==> src/rtl/ifm_bank_loader.sv <==
// ifm_bank_loader: streams NUM_BANK*WORDS_PER_BANK words into one-hot IFM banks, then starts and tracks one layer run
module ifm_bank_loader #(
    parameter int NUM_BANK       = 16,
    parameter int WORDS_PER_BANK = 128,
    parameter int ADDR_W         = 9,
    parameter int DATA_W         = 128
) (
    input  logic                clk,
    input  logic                rstn,
    input  logic                iLoadStart,
    input  logic [1:0]          iLayerInfo,
    input  logic                iAbort,
    input  logic [DATA_W-1:0]   iS_data,
    input  logic                iS_valid,
    output logic                oS_ready,
    output logic [NUM_BANK-1:0] o_ena,
    output logic [NUM_BANK-1:0] o_wea,
    output logic [ADDR_W-1:0]   o_addra,
    output logic [DATA_W-1:0]   o_dia,
    output logic [1:0]          o_layerInfo,
    output logic                oStart,
    input  logic                iLayerDone,
    output logic                oBusy,
    output logic                oDone
);
    localparam int BW = NUM_BANK > 1 ? $clog2(NUM_BANK) : 1;
    localparam int AW = WORDS_PER_BANK > 1 ? $clog2(WORDS_PER_BANK) : 1;

    typedef enum logic [2:0] {IDLE, LOAD, FLUSH, START, RUN, DONE} state_t;

    state_t        r_state;
    logic [BW-1:0] r_bank;
    logic [AW-1:0] r_addr;
    logic          w_accept;
    logic          w_addr_end;
    logic          w_last;

    assign oS_ready   = r_state == LOAD;
    assign oBusy      = r_state != IDLE;
    assign w_accept   = iS_valid && oS_ready;
    assign w_addr_end = r_addr == AW'(WORDS_PER_BANK - 1);
    assign w_last     = w_addr_end && r_bank == BW'(NUM_BANK - 1);

    // Control FSM with registered write strobes, start and done pulses; abort outranks everything
    always_ff @(posedge clk or negedge rstn) begin
        if (!rstn) begin
            r_state     <= IDLE;
            r_bank      <= '0;
            r_addr      <= '0;
            o_ena       <= '0;
            o_wea       <= '0;
            o_addra     <= '0;
            o_dia       <= '0;
            o_layerInfo <= '0;
            oStart      <= 1'b0;
            oDone       <= 1'b0;
        end else if (iAbort) begin
            r_state <= IDLE;
            r_bank  <= '0;
            r_addr  <= '0;
            o_ena   <= '0;
            o_wea   <= '0;
            oStart  <= 1'b0;
            oDone   <= 1'b0;
        end else begin
            o_ena  <= '0;
            o_wea  <= '0;
            oStart <= 1'b0;
            oDone  <= 1'b0;
            case (r_state)
                IDLE: if (iLoadStart) begin
                    r_state     <= LOAD;
                    r_bank      <= '0;
                    r_addr      <= '0;
                    o_layerInfo <= iLayerInfo;
                end
                LOAD: if (w_accept) begin
                    o_ena   <= NUM_BANK'(1) << r_bank;
                    o_wea   <= NUM_BANK'(1) << r_bank;
                    o_addra <= ADDR_W'(r_addr);
                    o_dia   <= iS_data;
                    r_addr  <= w_addr_end ? '0 : r_addr + AW'(1);
                    r_bank  <= w_addr_end ? r_bank + BW'(1) : r_bank;
                    r_state <= w_last ? FLUSH : LOAD;
                end
                FLUSH: begin
                    r_state <= START;
                    oStart  <= 1'b1;
                end
                START: r_state <= RUN;
                RUN: if (iLayerDone) begin
                    r_state <= DONE;
                    oDone   <= 1'b1;
                end
                DONE: r_state <= IDLE;
                default: r_state <= IDLE;
            endcase
        end
    end
endmodule
==> config.mk <==
export PLATFORM = sky130hd
export DESIGN_NAME = ifm_bank_loader
export DESIGN_NICKNAME = d
export VERILOG_FILES = /design/src/rtl/ifm_bank_loader.sv
export SDC_FILE = /design/constraint.sdc
export NUM_CORES = 1
export LEC_CHECK = 0
export ABC_AREA = 1
export BUFFER_PORTS_ARGS = -buffer_cell sky130_fd_sc_hd__buf_2
export CORE_UTILIZATION = 37
export DETAILED_ROUTE_END_ITERATION = 10
export GPL_TIMING_DRIVEN = 0
export PLACE_DENSITY = 0.63
export SLEW_MARGIN = 20
export SYNTH_ARGS = -nofsm -noshare
export SYNTH_HDL_FRONTEND = slang
export SYNTH_SLANG_ARGS = --single-unit
export TNS_END_PERCENT = 5
==> constraint.sdc <==
create_clock -name clk -period 3.7 [get_ports clk]
set_clock_uncertainty 0.15 [all_clocks]
set_input_delay 0.185 -clock clk [delete_from_list [all_inputs] [get_ports clk]]
set_output_delay 0.185 -clock clk [all_outputs]
set_load 0.02 [all_outputs]
# == Word-level counts from Yosys, hierarchy flattened ==
# Cells that the tools add are included.
# word_totals
in_bits,136
output_inout_bits,175
register_bits,169
# classes
n_addsub,2
n_bitwise,1
eq_ne,10
reduce_logical,10
muxes,24
shifts,1
# ops
cell,n
two-way mux 16 bit,3
two-way mux 7 bit,4
two-way mux 4 bit,4
"<< shifter 1 x 4 -> 16 bit, first input constant",1
one-hot mux 3 bit (5 select lines),1
one-hot mux 7 bit (2 select lines),1
two-way mux 3 bit,4
AND reduction 3 bit,4
one-hot mux 4 bit (2 select lines),1
"adder 7 x 1 -> 7 bit, second input constant",1
"== test 7 bit, second input constant",1
"== test 3 x 2 -> 1 bit, second input constant",2
"inequality test 3 x 2 -> 1 bit, second input constant",2
"inequality test 3 bit, second input constant",2
nonzero test 3 bit,2
two-way mux 1 bit,5
"adder 4 x 1 -> 4 bit, second input constant",1
"== test 4 bit, second input constant",1
AND reduction 4 bit,1
"== test 3 x 1 -> 1 bit, second input constant",1
"== test 3 bit, second input constant",1
zero test 3 bit,1
logical AND 1 bit,2
two-way mux 2 bit,1
NOT 1 bit,1

# == Depth between registers and ports, before layout ==
# Gate-level depths: netlist of the first run.
# logic_depth
word_depth,6
mapped_depth,9
ltp_nobuf,8

# == Worst setup path after synthesis of the first run ==
# Ideal clock, no wire load.
# synth_timing
kind,register -> register
from,register r_state[2]
to,register o_addra[2]
setup_ns,0.117
n_path_buf,3
setup_slack_ns,2.136
t_required_ns,3.433
t_arrival_ns,1.297
stages_incl_launch_ff,10
path_cell_list,dfrtp_1 buf_6 nor2_4 nand3_4 nor2_8 inv_2 buf_4 buf_2 nand2_1 nand2_1
# synth_between
elab_chain_cells,3
# synth_rtl
item,line_no,text
from (decl),31,state_t r_state;
from (signal assigned),84,r_state <= w_last ? FLUSH : LOAD;
== test 3 x 1 -> 1 bit *,"38, 70",
logical AND 1 bit,40,assign w_accept = iS_valid && oS_ready;
AND reduction 3 bit (no line) *,--,
to (signal assigned),80,o_addra <= ADDR_W'(r_addr);
to (decl),18,"output logic [ADDR_W-1:0] o_addra,"
# Every way passes the cells marked *; elsewhere a longest branch is shown, timed or not.
# A chain may end at the register's enable or synchronous reset.

# == Worst setup path in the final report of the first run ==
# layout_timing
from,register r_state[0]
to,register o_layerInfo[0]
# layout_between
elab_chain_cells,2
# layout_rtl
item,line_no,text
zero test 3 bit,70,case (r_state)
AND reduction 3 bit (no line),--,
to (signal assigned),75,o_layerInfo <= iLayerInfo;
to (decl),20,"output logic [1:0] o_layerInfo,"
# Every way passes these cells.

==> results of run 1 <==
## critical path, stage by stage (launching register included)
cell and delay (ps):
dfrtp_1 450, nor2_1 240, inv_1 90, nor2_1 120, nand3_1 140, nand2_1 90
o21ai_0 60, dlygate4sd3_1 550
## path summary, 6_finish.rpt
path	slack, ps	start	endpoint	cells past startpoint
hold reg to reg	320	o_dia[43]	o_dia[43]	2
setup reg to reg	1700	r_state[0]	o_layerInfo[0]	7
min in group asynchronous	160	rstn	o_dia[36]	2
max in group asynchronous	2360	rstn	r_addr[1]	3
setup / recovery	1700	r_state[0]	o_layerInfo[0]	7
hold / removal	130	iS_valid	r_state[0]	4
## layer usage
metal	wire length, microns	GRT usage (%)
met4	352	7.51
met3	1480	5.96
met2	10100	36.5
met5	0	0
met1	8650	26.1
## through the flow
step                      setup TNS (ps)  setup slack, ps  hold WS, ps  power [W]
after floorplan                        0             2140         -261    0.00358
after global placement            -74460             -456          235    0.00431
after detailed placement               0             1770         53.3    0.00434
after CTS                              0             1700          118    0.00624
after global routing                   0             1490          173    0.00656
final                                  0             1700          134    0.00620
## cells in the final DEF, fill, tap and decap left out, types with 2 or more instances in the layout
cell           netlist  final
a21oi_1              4      4
buf_1                2      2
buf_2               24    331
buf_4               20     20
clkbuf_1             1      2
clkbuf_16            0     17
clkinv_4             0      6
conb_1               1      2
dfrtp_1            169    169
dlygate4sd3_1        0    136
ha_1                 7      7
inv_1               30     30
inv_2                2      2
inv_6                0      4
nand2_1            419    419
nand2_2              2      2
nand3_1             14     14
nand4_1              5      5
nor2_1              24     24
nor3_1              10     10
o21ai_0             18     18
xor2_1               3      3
## layout make-up
type	count	area [sq um]	share of cell area, %
inverters	33	124	1.17
clock inverters	13	136	1.29
repair buffers	445	2940	27.8
well taps	229	287	2.71
diodes	1	2.50	0.0237
flip-flops and latches	169	4230	40.0
plain buffers	48	293	2.77
clock buffers	19	443	4.19
multi-input cells	513	2120	20.1
## state kept, by name, indices dropped and copies added (netlist names)
name         flops
o_addra          7
o_layerInfo      2
r_bank           4
o_wea           16
oStart           1
r_state          3
r_addr           7
oDone            1
o_dia          128
## power by group
part	internal [W]	total, W	switching [W]
logic	0.000666	0.00190	0.00123
clock network	0.000965	0.00175	0.000784
registers	0.00230	0.00255	0.000251
total	0.00393	0.00620	0.00227
## repair_timing
action                                 in CTS  in global routing
setup endpoints to repair                   0                  0
hold buffers                              136                  0
endpoints found under the hold margin     208                  0
## cell families (layout without fill, tap and decap cells)
logic type	count (synthesis)	after routing	synth area share (%)
AOI/OAI and AO/OA	22	22	1.63
xor gates and xnor gates	3	3	0.388
buffers and inverters	81	558	6.16
and+or+nand+nor	479	479	28.0
other	1	3	0.0554
adders and majority gates	7	7	1.29
DFF	169	169	62.5
## synth_stat cells (2+ instances only)
cell,count,area share (%)
buf_4,20,2.2
inv_2,2,0.11
xor2_1,3,0.39
o21ai_0,18,1.3
ha_1,7,1.3
buf_2,24,1.8
nand3_1,14,1.0
dfrtp_1,169,63
nand4_1,5,0.46
nor2_1,24,1.3
buf_1,2,0.11
a21oi_1,4,0.30
nor3_1,10,0.74
nand2_2,2,0.18
inv_1,30,1.7
nand2_1,419,23
==> metrics.txt, run 1 <==
Max-Slew Margin vs Limit=61.3%; fin area=~0.011 sq mm; clk_lat worst skew=between 400 and 500 ps; CTS sink count=169; Reg clk slew, reported paths=about 70 ps; Seq/Total Area, Yosys=a little over three fifths; largest net degree at the start of global routing=97; vias in the first global route=~6000; Cell Area, Synth=between 0.006 and 0.007 sq mm; outcome=finished clean; post-route ant nets=0; Overflow after GRT=0; # Post-CTS Setup Buffers=0; DRC violations left=0; Worst VDD drop=between 0.0003 and 0.0004 V; Synth Area per Inst=around 8.9 sq um; crit path time final=about 2000 ps; post-place instance area=approximately 0.0086 sq mm; WL final=20600 microns; P&R area growth vs syn=56.4%; layout filler cell count=1577; Seq cells post-synth=between 150 and 200; Post-synth ARST share=100%; CP Class=flip-flop to flip-flop; CP Launch Type=flip-flop; # setup viols final=0; post-route clock period utilization=54.0%; nets=around 1400; ys flop type=dfrtp_1; Pleak=6.05 nW; Max Slew Vio Count=0; Post-synth EDFFs=0; I/O Buffers=just over 300; Cell Pwr Density=586 mW/mm^2; initial core utilization=37.7%; Die Y=roughly 140 microns; YS warnings=0; Die X=about 140 microns; post-layout util=58.9%; Final Hold Fails=0; WL/cell=14.0 microns; GRT Overall Usage=roughly 21%; Max-Cap Viols=0; die area=around 0.019 sq mm; initial antenna violation count=1; Syn Inst Count=roughly 760; DRT Pass-1 Iters=4; Rows=49; FMAX=roughly 500 MHz; gp weighted congestion=0.801; IO Pins=approximately 310; DR vias/cell=4.44; H-tree depth=4; non-filler instance count after layout=around 1500; Worst Hold Class=input port to flip-flop; first-pass GRT wire length=30800 microns; Worst Path Arrival=between 2000 and 2500 ps; RSZ-0062 raised after global routing=false; Core ar.=between 0.015 and 0.02 sq mm; CTS Buf Count=17; clock buffer depth=2; via count=about 6500; CP Data Required Time=about 3900 ps; share of layout cells above drive strength 1=31.8%; CTS root buf=clkbuf_16; Worst-Margin Slew=580 ps; dpl hpwl=between 10000 and 15000 microns; Worst Setup End Kind=flip-flop; initial drt markers=348; CTS tree=done; dpl cells=around 1300; Gates resized, CTS repair=0; CP Max Fanout=6; post-synth cell types=25
No activity file was read; power rests on OpenSTA's default activity.
==> run 2, diff against run 1 <==
- clock period: 3.7 -> 2.1 ns (I/O delays scaled with it)
==> metrics.txt, run 2 (same netlist as run 1, synthesis figures left out) <==
Max-Slew Margin vs Limit=61.3% (about the same); CP Class=flip-flop to flip-flop; post-route ant nets=0 (unchanged); RSZ-0062 raised after global routing=false; largest net degree at the start of global routing=97 (unchanged); Seq. cell area=0.00423 sq mm (about the same); die area=0.0188 sq mm (unchanged); CTS root buf=clkbuf_16; crit path time final=1900 ps (-100 ps); post-layout util=58.9% (about the same); gp weighted congestion=0.801 (unchanged); Biggest register=o_dia; DR vias/cell=4.44 (about the same); DRC violations left=0 (unchanged); DRT Pass-1 Iters=5 (+1); top flop regs=o_dia (128), o_wea (16); area occupied by multi-input gates=0.00213 sq mm (+0.35%); final setup margin=201 ps (-1500 ps); max reg flops=128 (unchanged); clk_lat worst skew=420 ps (about the same); WL/cell=14.0 microns (about the same); Die X=137 microns (unchanged); Worst Path Arrival=2070 ps (-90 ps); initial drt markers=352 (+1.1%); Hold Crit Start=iS_valid; Overflow after GRT=0 (unchanged); Worst Hold Class=input port to flip-flop; initial antenna violation count=1 (unchanged); # Post-CTS Setup Buffers=0 (unchanged); Pleak=6.05 nW (about the same); Rows=49 (unchanged); initial core utilization=37.7% (unchanged); via count=6526 (+0.092%); Worst Setup End Kind=flip-flop; nets=1370 (unchanged); post-place instance area=0.00863 sq mm (unchanged); R2R Path Start=r_state[2]; dpl hpwl=13500 microns (unchanged); clock buffer depth=2 (unchanged); dpl cells=1301 (unchanged); CP Max Fanout=10 (+4); DP Worst Slack=171 ps (-1600 ps); IO Pins=311 (unchanged); vias in the first global route=6138 (unchanged); layout filler cell count=1574 (-0.19%); I/O Buffers=308 (unchanged); P&R area growth vs syn=56.5% (about the same); H-tree depth=4 (unchanged); Final Hold Fails=0 (unchanged); Worst VDD drop=0.000680 V (+76%); CTS Buf Count=17 (unchanged); CTS sink count=169 (unchanged); first-pass GRT wire length=30800 microns (unchanged); Max-Cap Viols=0 (unchanged); setup_tns=0 ps (unchanged); Max Slew Vio Count=0 (unchanged); Worst Setup SP=r_state[2]; Die Y=137 microns (unchanged); Core ar.=0.0180 sq mm (unchanged); post-route clock period utilization=90.4% (+36 points); GRT Overall Usage=21.5% (unchanged); Cell Pwr Density=1030 mW/mm^2 (+76%); share of layout cells above drive strength 1=31.9% (+0.16 points); # setup viols final=0 (unchanged); fin area=0.0106 sq mm (about the same); FMAX=527 MHz (+5.3%); non-filler instance count after layout=1470 (unchanged); CTS tree=done; most frequent cells in the layout=nand2_1 (419), buf_2 (331), dfrtp_1 (168); CP Data Required Time=2270 ps (-1590 ps); CP Launch Type=flip-flop; WL final=20600 microns (about the same); outcome=finished clean; Worst-Margin Slew=581 ps (+0.179 ps); commonest non-fill, non-tap cell in the layout=nand2_1; Reg clk slew, reported paths=70 ps (about the same)
==> run 2: final cells by class <==
cell class / count / share of cell area (%)
inverter: 33 / 1.17
clock buffer: 19 / 4.18
timing repair buffer: 445 / 27.8
sequential: 169 / 40.0
buffer: 48 / 2.77
clock inverter: 13 / 1.29
tap: 229 / 2.71
antenna: 1 / 0.0236
multi-input combinational: 513 / 20.1
==> run 2: final timing paths <==
check | end | depth (start not counted) | slack [ps]
worst max-delay path | o_addra[2] | 9 | 200
worst min-delay path | r_state[0] | 4 | 60
worst max register to register | o_addra[2] | 9 | 200
worst min register to register | o_dia[43] | 2 | 320
max in group asynchronous | r_addr[1] | 3 | 840
min in group asynchronous | o_dia[36] | 2 | 80
==> run 2: repair_timing <==
| item | in CTS | in global routing |
|---|---|---|
| hold endpoints to repair | 209 | 0 |
| hold buffers | 136 | 0 |
| gates resized for setup | 0 | 3 |
| setup endpoints to repair | 0 | 2 |
==> run 2: report_power, final <==
| group | switching, W | leakage, nW | internal, W |
|---|---|---|---|
| clock network | 0.00138 | 0.281 | 0.00170 |
| registers | 0.000445 | 2.17 | 0.00406 |
| logic | 0.00217 | 3.61 | 0.00117 |
| total | 0.00400 | 6.05 | 0.00693 |
==> run 2: worst max-delay path: stages, from the launching register on <==
cell and delay [ps]:
dfrtp_1 370, buf_6 140, nor2_4 140, nand3_4 130, nor2_8 190, inv_2 90, buf_4 190, buf_2 240
nand2_1 100, nand2_1 50
==> run 2: per-stage QoR <==
stage | hold WS [ps] | power (W)
floorplan | -341 | 0.00631
global placement | 155 | 0.00759
detailed placement | -26.7 | 0.00766
CTS | 37.9 | 0.0110
global route | 91.1 | 0.0116
finish | 58.0 | 0.0109
==> run 2: layer usage <==
layer	GRT usage [%]	vias up	share of wire [%]
met3	5.96	32	7.2
met2	36.5	235	49
li1	-	3236	-
met1	26.1	3023	42
met5	0	-	0
met4	7.51	0	1.7
